**config.mk**
```make
export PLATFORM = sky130hd
export DESIGN_NAME = stage_if
export DESIGN_NICKNAME = d
export VERILOG_FILES = /design/src/rtl/stage_if.sv
export SDC_FILE = /design/constraint.sdc
export NUM_CORES = 1
export LEC_CHECK = 0
export ABC_AREA = 0
export CAP_MARGIN = 10
export CELL_PAD_IN_SITES_DETAIL_PLACEMENT = 1
export CELL_PAD_IN_SITES_GLOBAL_PLACEMENT = 1
export CORE_ASPECT_RATIO = 1.4
export CORE_MARGIN = 3
export CORE_UTILIZATION = 37
export CTS_CLUSTER_SIZE = 10
export DETAILED_ROUTE_END_ITERATION = 7
export PLACE_DENSITY = 0.79
export REMOVE_ABC_BUFFERS = 1
export SYNTH_ARGS = -nofsm -noshare
export SYNTH_HDL_FRONTEND = slang
export SYNTH_SLANG_ARGS = --single-unit
```
**constraint.sdc**
```tcl
create_clock -name clk -period 2.3 [get_ports clk]
set_clock_uncertainty 0.05 [all_clocks]
set_input_delay 0.46 -clock clk [delete_from_list [all_inputs] [get_ports clk]]
set_output_delay 0.46 -clock clk [all_outputs]
set_load 0.03 [all_outputs]
```
**src/rtl/stage_if.sv**
```systemverilog
// RV32I instruction fetch: owns the PC and assembles each instruction from four byte reads.
// Define ICACHE_EN to add a direct-mapped instruction cache in front of the byte port.
module stage_if #(
    parameter logic [31:0] RESET_PC       = 32'h0,
    parameter int          ICACHE_ENTRIES = 64
) (
    input  logic        clk,
    input  logic        rst,
    input  logic        stall_i,
    input  logic        branch_enable_i,
    input  logic [31:0] branch_addr_i,
    output logic        mem_req_o,
    output logic [31:0] mem_addr_o,
    input  logic        mem_grant_i,
    input  logic [7:0]  mem_data_i,
    output logic [31:0] pc_o,
    output logic [31:0] inst_o,
    output logic        inst_valid_o
);

    typedef enum logic [1:0] {S_IDLE, S_FETCH, S_HOLD} state_t;

    state_t      state_reg;
    logic [31:0] pc_reg;
    logic [2:0]  req_cnt_reg;
    logic [2:0]  rcv_cnt_reg;
    logic        pending_reg;

    logic        cache_hit;
    logic [31:0] cache_word;
    logic        fetch_req;
    logic        accept;
    logic        capture;
    logic        capture_last;
    logic [31:0] fetched_word;

    assign fetch_req    = (state_reg == S_FETCH) && (req_cnt_reg < 3'd4) && !cache_hit;
    assign mem_req_o    = fetch_req;
    assign mem_addr_o   = fetch_req ? (pc_reg + {29'b0, req_cnt_reg}) : 32'h0;
    assign accept       = fetch_req && mem_grant_i;
    // pending_reg marks that mem_data_i carries the byte of last cycle's accepted request
    assign capture      = (state_reg == S_FETCH) && pending_reg;
    assign capture_last = capture && (rcv_cnt_reg == 3'd3);

    // Lanes 0..2 are buffered; lane 3 is taken straight from the bus on the final capture
    for (genvar gi = 0; gi < 3; gi++) begin : g_lane
        logic [7:0] lane_reg;
        always_ff @(posedge clk) begin
            if (!rst && !branch_enable_i && capture && (rcv_cnt_reg == 3'(gi)))
                lane_reg <= mem_data_i;
        end
    end

    assign fetched_word = {mem_data_i, g_lane[2].lane_reg, g_lane[1].lane_reg, g_lane[0].lane_reg};

`ifdef ICACHE_EN
    localparam int IDX_W = $clog2(ICACHE_ENTRIES);
    localparam int TAG_W = 30 - IDX_W;

    logic [31:0]             cdata_mem [ICACHE_ENTRIES];
    logic [TAG_W-1:0]        ctag_mem  [ICACHE_ENTRIES];
    logic [ICACHE_ENTRIES-1:0] cvalid_reg;
    logic [IDX_W-1:0]        cache_idx;
    logic [TAG_W-1:0]        cache_tag;
    logic                    cache_fill;

    assign cache_idx  = pc_reg[IDX_W+1:2];
    assign cache_tag  = pc_reg[31:IDX_W+2];
    assign cache_hit  = (state_reg == S_FETCH) && (req_cnt_reg == 3'd0) &&
                        cvalid_reg[cache_idx] && (ctag_mem[cache_idx] == cache_tag);
    assign cache_word = cdata_mem[cache_idx];
    // A redirect on the filling edge aborts the fill along with the fetch
    assign cache_fill = capture_last && !branch_enable_i;

    always_ff @(posedge clk) begin
        if (rst)
            cvalid_reg <= '0;
        else if (cache_fill)
            cvalid_reg[cache_idx] <= 1'b1;
    end

    always_ff @(posedge clk) begin
        if (!rst && cache_fill) begin
            cdata_mem[cache_idx] <= fetched_word;
            ctag_mem[cache_idx]  <= cache_tag;
        end
    end
`else
    assign cache_hit  = 1'b0;
    assign cache_word = 32'h0;
`endif

    always_ff @(posedge clk) begin
        if (rst) begin
            state_reg    <= S_IDLE;
            pc_reg       <= RESET_PC;
            pc_o         <= 32'h0;
            inst_o       <= 32'h0;
            inst_valid_o <= 1'b0;
            req_cnt_reg  <= 3'd0;
            rcv_cnt_reg  <= 3'd0;
            pending_reg  <= 1'b0;
        end else if (state_reg == S_IDLE) begin
            state_reg <= S_FETCH;
        end else if (branch_enable_i) begin
            state_reg    <= S_FETCH;
            pc_reg       <= {branch_addr_i[31:2], 2'b00};
            inst_o       <= 32'h0;
            inst_valid_o <= 1'b0;
            req_cnt_reg  <= 3'd0;
            rcv_cnt_reg  <= 3'd0;
            pending_reg  <= 1'b0;
        end else begin
            case (state_reg)
                S_FETCH: begin
                    if (cache_hit) begin
                        inst_o       <= cache_word;
                        pc_o         <= pc_reg;
                        inst_valid_o <= 1'b1;
                        state_reg    <= S_HOLD;
                    end else begin
                        pending_reg <= accept;
                        if (accept)
                            req_cnt_reg <= req_cnt_reg + 3'd1;
                        if (capture)
                            rcv_cnt_reg <= rcv_cnt_reg + 3'd1;
                        if (capture_last) begin
                            inst_o       <= fetched_word;
                            pc_o         <= pc_reg;
                            inst_valid_o <= 1'b1;
                            state_reg    <= S_HOLD;
                        end
                    end
                end
                S_HOLD: begin
                    if (!stall_i) begin
                        pc_reg       <= pc_reg + 32'd4;
                        inst_o       <= 32'h0;
                        inst_valid_o <= 1'b0;
                        req_cnt_reg  <= 3'd0;
                        rcv_cnt_reg  <= 3'd0;
                        pending_reg  <= 1'b0;
                        state_reg    <= S_FETCH;
                    end
                end
                default: state_reg <= S_IDLE;
            endcase
        end
    end

endmodule

```
Word-level counts from Yosys, hierarchy flattened. Cells that the tools add are included. Widths: inputs -> output; s select.

$add $sub $neg: 4. Order comparisons: 1. Equality and inequality tests: 14. Mux-type cells: 26. Bitwise gates (word level): 2. Reduce and logical (&&, ||, !) cells: 24.

Operators by type and width (count): $mux 32 (7); $pmux 32 s2 (1); $add 32x3->32 (1); $add 32x3->32 const B (1); $reduce_and 4->1 (4); $mux 3 (5); $ne 3x3->1 const B (4); $pmux 3 s2 (2); $logic_and 1x1->1 (9); $add 3x1->3 const B (2); $eq 3x2->1 const B (2); $mux 1 (6); $reduce_and 3->1 (2); $mux 2 (2); $ne 2x2->1 const B (2); $ne 4x3->1 const B (1); $ne 4x4->1 const B (1); $pmux 1 s2 (2); $pmux 2 s2 (1); $reduce_and 2->1 (2); $eq 3x1->1 const B (1); $logic_not 3->1 (1); $lt 3x3->1 const B (1); $reduce_bool 3->1 (1); 8 further kinds (10).

Register bits after elaboration: 130. Input port bits: 45. Logic and storage cells: 83.

Depth between registers and ports, before layout.
Depth after elaboration: 7. Gate-level depth with buffers: 9. Depth with buffers taken out: 7.

Worst setup path after synthesis. No wires, ideal clock.

Path type: flip-flop to output port. From: register pc_reg[2]. To: output port mem_addr_o[10]. Arrival time: 2006 ps. Slack: -216 ps. Cell stages (with the launch flop): 6. Cell sequence: dfxtp_1 > ha_1 > nand3_1 > nor3_2 > a31oi_1 > nor3_1.

Longest elaborated chain between the ends: 2.

RTL lines: from (decl) (line 24) `logic [31:0] pc_reg;`; from (signal assigned) (line 107) `pc_reg <= {branch_addr_i[31:2], 2'b00};`; from (signal assigned) (line 137) `pc_reg <= pc_reg + 32'd4;`; $add 32x3->32 (line 39) `assign mem_addr_o = fetch_req ? (pc_reg + {29'b0, req_cnt_reg}) : 32'h0;`; $mux 32 (line 39); to (decl) (line 13) `output logic [31:0] mem_addr_o,`.

No other way between the ends.

Final worst setup path.
From: register req_cnt_reg[2]. To: output port mem_addr_o[25].

Longest elaborated chain between the ends: 3.

RTL lines: from (decl) (line 25) `logic [2:0] req_cnt_reg;`; from (signal assigned) (line 124) `req_cnt_reg <= req_cnt_reg + 3'd1;`; parallel branches: the longest is 2 deep, another holds $add 32x3->32; $mux 32 (*) (line 39).

Every way passes the cells marked *.

==> impl_metrics.tcl <==
set metrics [dict create \
    path_max_fanout 3 \
    max_freq_ghz 0.367 \
    comb_power_share 0.122 \
    gp_congestion 0.881 \
    cp-end-kind "output pin" \
    ys_ff_latch 126 \
    ys_seq_area_frac 0.443 \
    rows 55 \
    tightest_slew_ns 0.629 \
    synth_commonest_cells "nand2_1, dfxtp_1, a21oi_1, nor2_1, nand3_1" \
    total_power_mw 5.89 \
    final-hold-violation-count 0 \
    cts_max_level 4 \
    synth_flop_cell "dfxtp_1" \
    setup_ws_ns -0.421 \
    first_pass_iters 4 \
    routed_wl_um 23500 \
    dieWidth_um 116 \
    nNetsFinal 1014 \
    numClockSinks 126 \
    cts_tree "built" \
    clkSlewWorstSetupHoldPaths_ns 0.06 \
    grt_pass1_vias 7065 \
    synth_area_leader_cell "dfxtp_1" \
    synthCells 784 \
    diodes 0 \
    clkLatencyLatePin_ns 0.42 \
    die_h_um 160 \
    cp.arrival_ns 2.21 \
    maxCapViolCount 0 \
    start_util 0.381 \
    startpoint_type "register" \
    clockRootBuffer "clkbuf_16" \
    final_area_sq_um 9320 \
    ir_worst_vdd_uv 383 \
    failed_checks "negative setup slack" \
    worstHoldPathType "input port to register" \
    switching_share 0.264 \
    synth_area_sq_um 6240 \
    drc 0 \
    rsz0062_at_grt "true" \
    p_leak_nw 3.42 \
    drive_gt1_frac 0.217 \
    synth_cell_type_count 59 \
    core_area_sq_um 16400 \
    fin_crit_sh 1.18 \
    io_buffers 138 \
    synth_area_leaders "dfxtp_1, edfxtp_1, nand2_1, a21oi_1, nand3_1" \
    areaGrowthSynthToFinish_pct 49.4 \
    seq_area_sq_um 2790 \
    power_density_nw_per_um2 632 \
    syn_area_per_cell_sq_um 7.95 \
    die_area_sq_um 18500 \
    routedWlPerCell_um 20.0 \
    synth-async-reset-ratio 0 \
    slew_headroom 0.577 \
    required_ns 1.79 \
    first_iter_violations 434 \
    status "finished, violations left" \
    ant_nets 0 \
    cts_made_buffers 17 \
    dp_hpwl_um 16700 \
    largest_register_ffs 32 \
    yosys.cell_count.top_type "nand2_1" \
    yosysWarnings 0 \
    synth-edff-count 24 \
    pin_count 143 \
    yosysTopAreaCellShare 0.327 \
    place_area_sq_um 8420 \
    finalSetupViolations 27 \
    seqPwrFrac 0.399 \
    switchingPower_mw 1.56 \
    grt_start_max_net_pins 53 \
    multi_input_area_sq_um 3240 \
    cts_buffer_depth 2 \
    period_minus_slack_ns 2.72 \
    vias 6498 \
    slew_violations 0 \
    n_fill_cell 1916 \
    holdBufCountCts 0 \
    track_usage 0.253 \
    viasPerCell 5.54 \
    p_int_mw 4.33 \
    grt_pass1_wl_um 36800 \
    grt.overflow.total 0 \
    clkPwrFrac 0.479 \
    worstSetupPathType "register to output pin" \
    antenna_found_initial 0 \
]
layer usage:
| metal | part of all wire | vias to the layer above | GRT usage |
|---|---|---|---|
| met3 | 0.042 | 48 | 0.0459 |
| met2 | 0.54 | 169 | 0.468 |
| li1 | - | 3073 | - |
| met4 | 0.024 | 0 | 0.0887 |
| met5 | 0 | - | 0 |
| met1 | 0.39 | 3208 | 0.285 |
critical path, stage by stage, from the launching register on:
cell     delay, ns
dfxtp_2       0.35
ha_4          0.16
nand3_4       0.12
nor4_4        0.34
buf_4         0.17
nand4_1       0.16
xor2_1        0.20
nor2_2        0.16
buf_12        0.14
power by group through the flow:
stage,clock network (mW),registers [mW],logic [mW]
5_1_grt,2.98,2.35,0.773
6_report,2.82,2.35,0.720
3_3_place_gp,0,2.39,0.686
3_5_place_dp,0,2.39,0.705
2_1_floorplan,0,2.44,0.236
4_1_cts,2.86,2.35,0.712
cells by family (layout without fill, tap and decap cells):
kind of cell,count (synthesis),after routing,share of synthesized area
muxes,7,7,0.0112
other,1,2,0.000601
DFF,126,126,0.443
xor gates and xnor gates,29,29,0.0407
and+or+nand+nor,357,357,0.270
buffers and inverters,90,279,0.0616
AOI/OAI and AO/OA,166,166,0.157
adders and majority gates,8,8,0.0161
final timing paths:
path	slack, ns	from	depth (start not counted)	to
min	0.39	rst	2	rcv_cnt_reg[1]$_SDFFE_PP0P_
max reg2reg	0.08	pc_reg[3]$_SDFFE_PP0P_	7	pc_reg[10]$_SDFFE_PP0P_
max	-0.42	req_cnt_reg[2]$_SDFFE_PP0P_	8	mem_addr_o[25]
min reg2reg	0.40	inst_o[29]$_SDFFE_PP0P_	2	inst_o[29]$_SDFFE_PP0P_
cell usage in the layout (no fill, tap or decap), types with 10 or more instances in the layout:
cell and n:
a21oi_1 89, buf_12 26, buf_4 94, clkbuf_16 18, clkdlybuf4s50_1 103, dfxtp_1 88, edfxtp_1 24, inv_1 13
nand2_1 143, nand3_1 59, nand4_1 13, nor2_1 63, nor3_1 13, o21ai_0 23, xnor2_1 10, xor2_1 18
repair_timing:
| action | 4_1_cts | 5_1_grt |
|---|---|---|
| pin swaps | 10 | 18 |
| resized for setup | 30 | 26 |
| setup endpoints to repair | 27 | 35 |
| setup buffers | 4 | 8 |
| cloned | 0 | 0 |
| endpoints found under the hold margin | 0 | 0 |
area by class of cell:
class                           instances  area share
Clock buffer                           17      0.0457
Clock inverter                         15      0.0197
Inverter                               13     0.00524
Multi-Input combinational cell        569       0.347
Sequential cell                       126       0.300
Tap cell                              199      0.0267
Timing Repair Buffer                  234       0.256
stage by stage:
stage / cells / TNS, ns / hold slack [ns] / setup WS, ns / util
finish: 1173 / -7.20 / 0.391 / -0.421 / 0.569
global route: 1173 / -10.28 / 0.390 / -0.521 / 0.569
floorplan: 708 / -4.78 / 0.386 / -0.373 / -
detailed placement: 1130 / -0.608 / 0.400 / -0.266 / 0.514
CTS: 1165 / -7.26 / 0.371 / -0.391 / 0.560
global placement: 1130 / -0.446 / 0.387 / -0.199 / 0.514
Power figures use the tool's default switching activity.
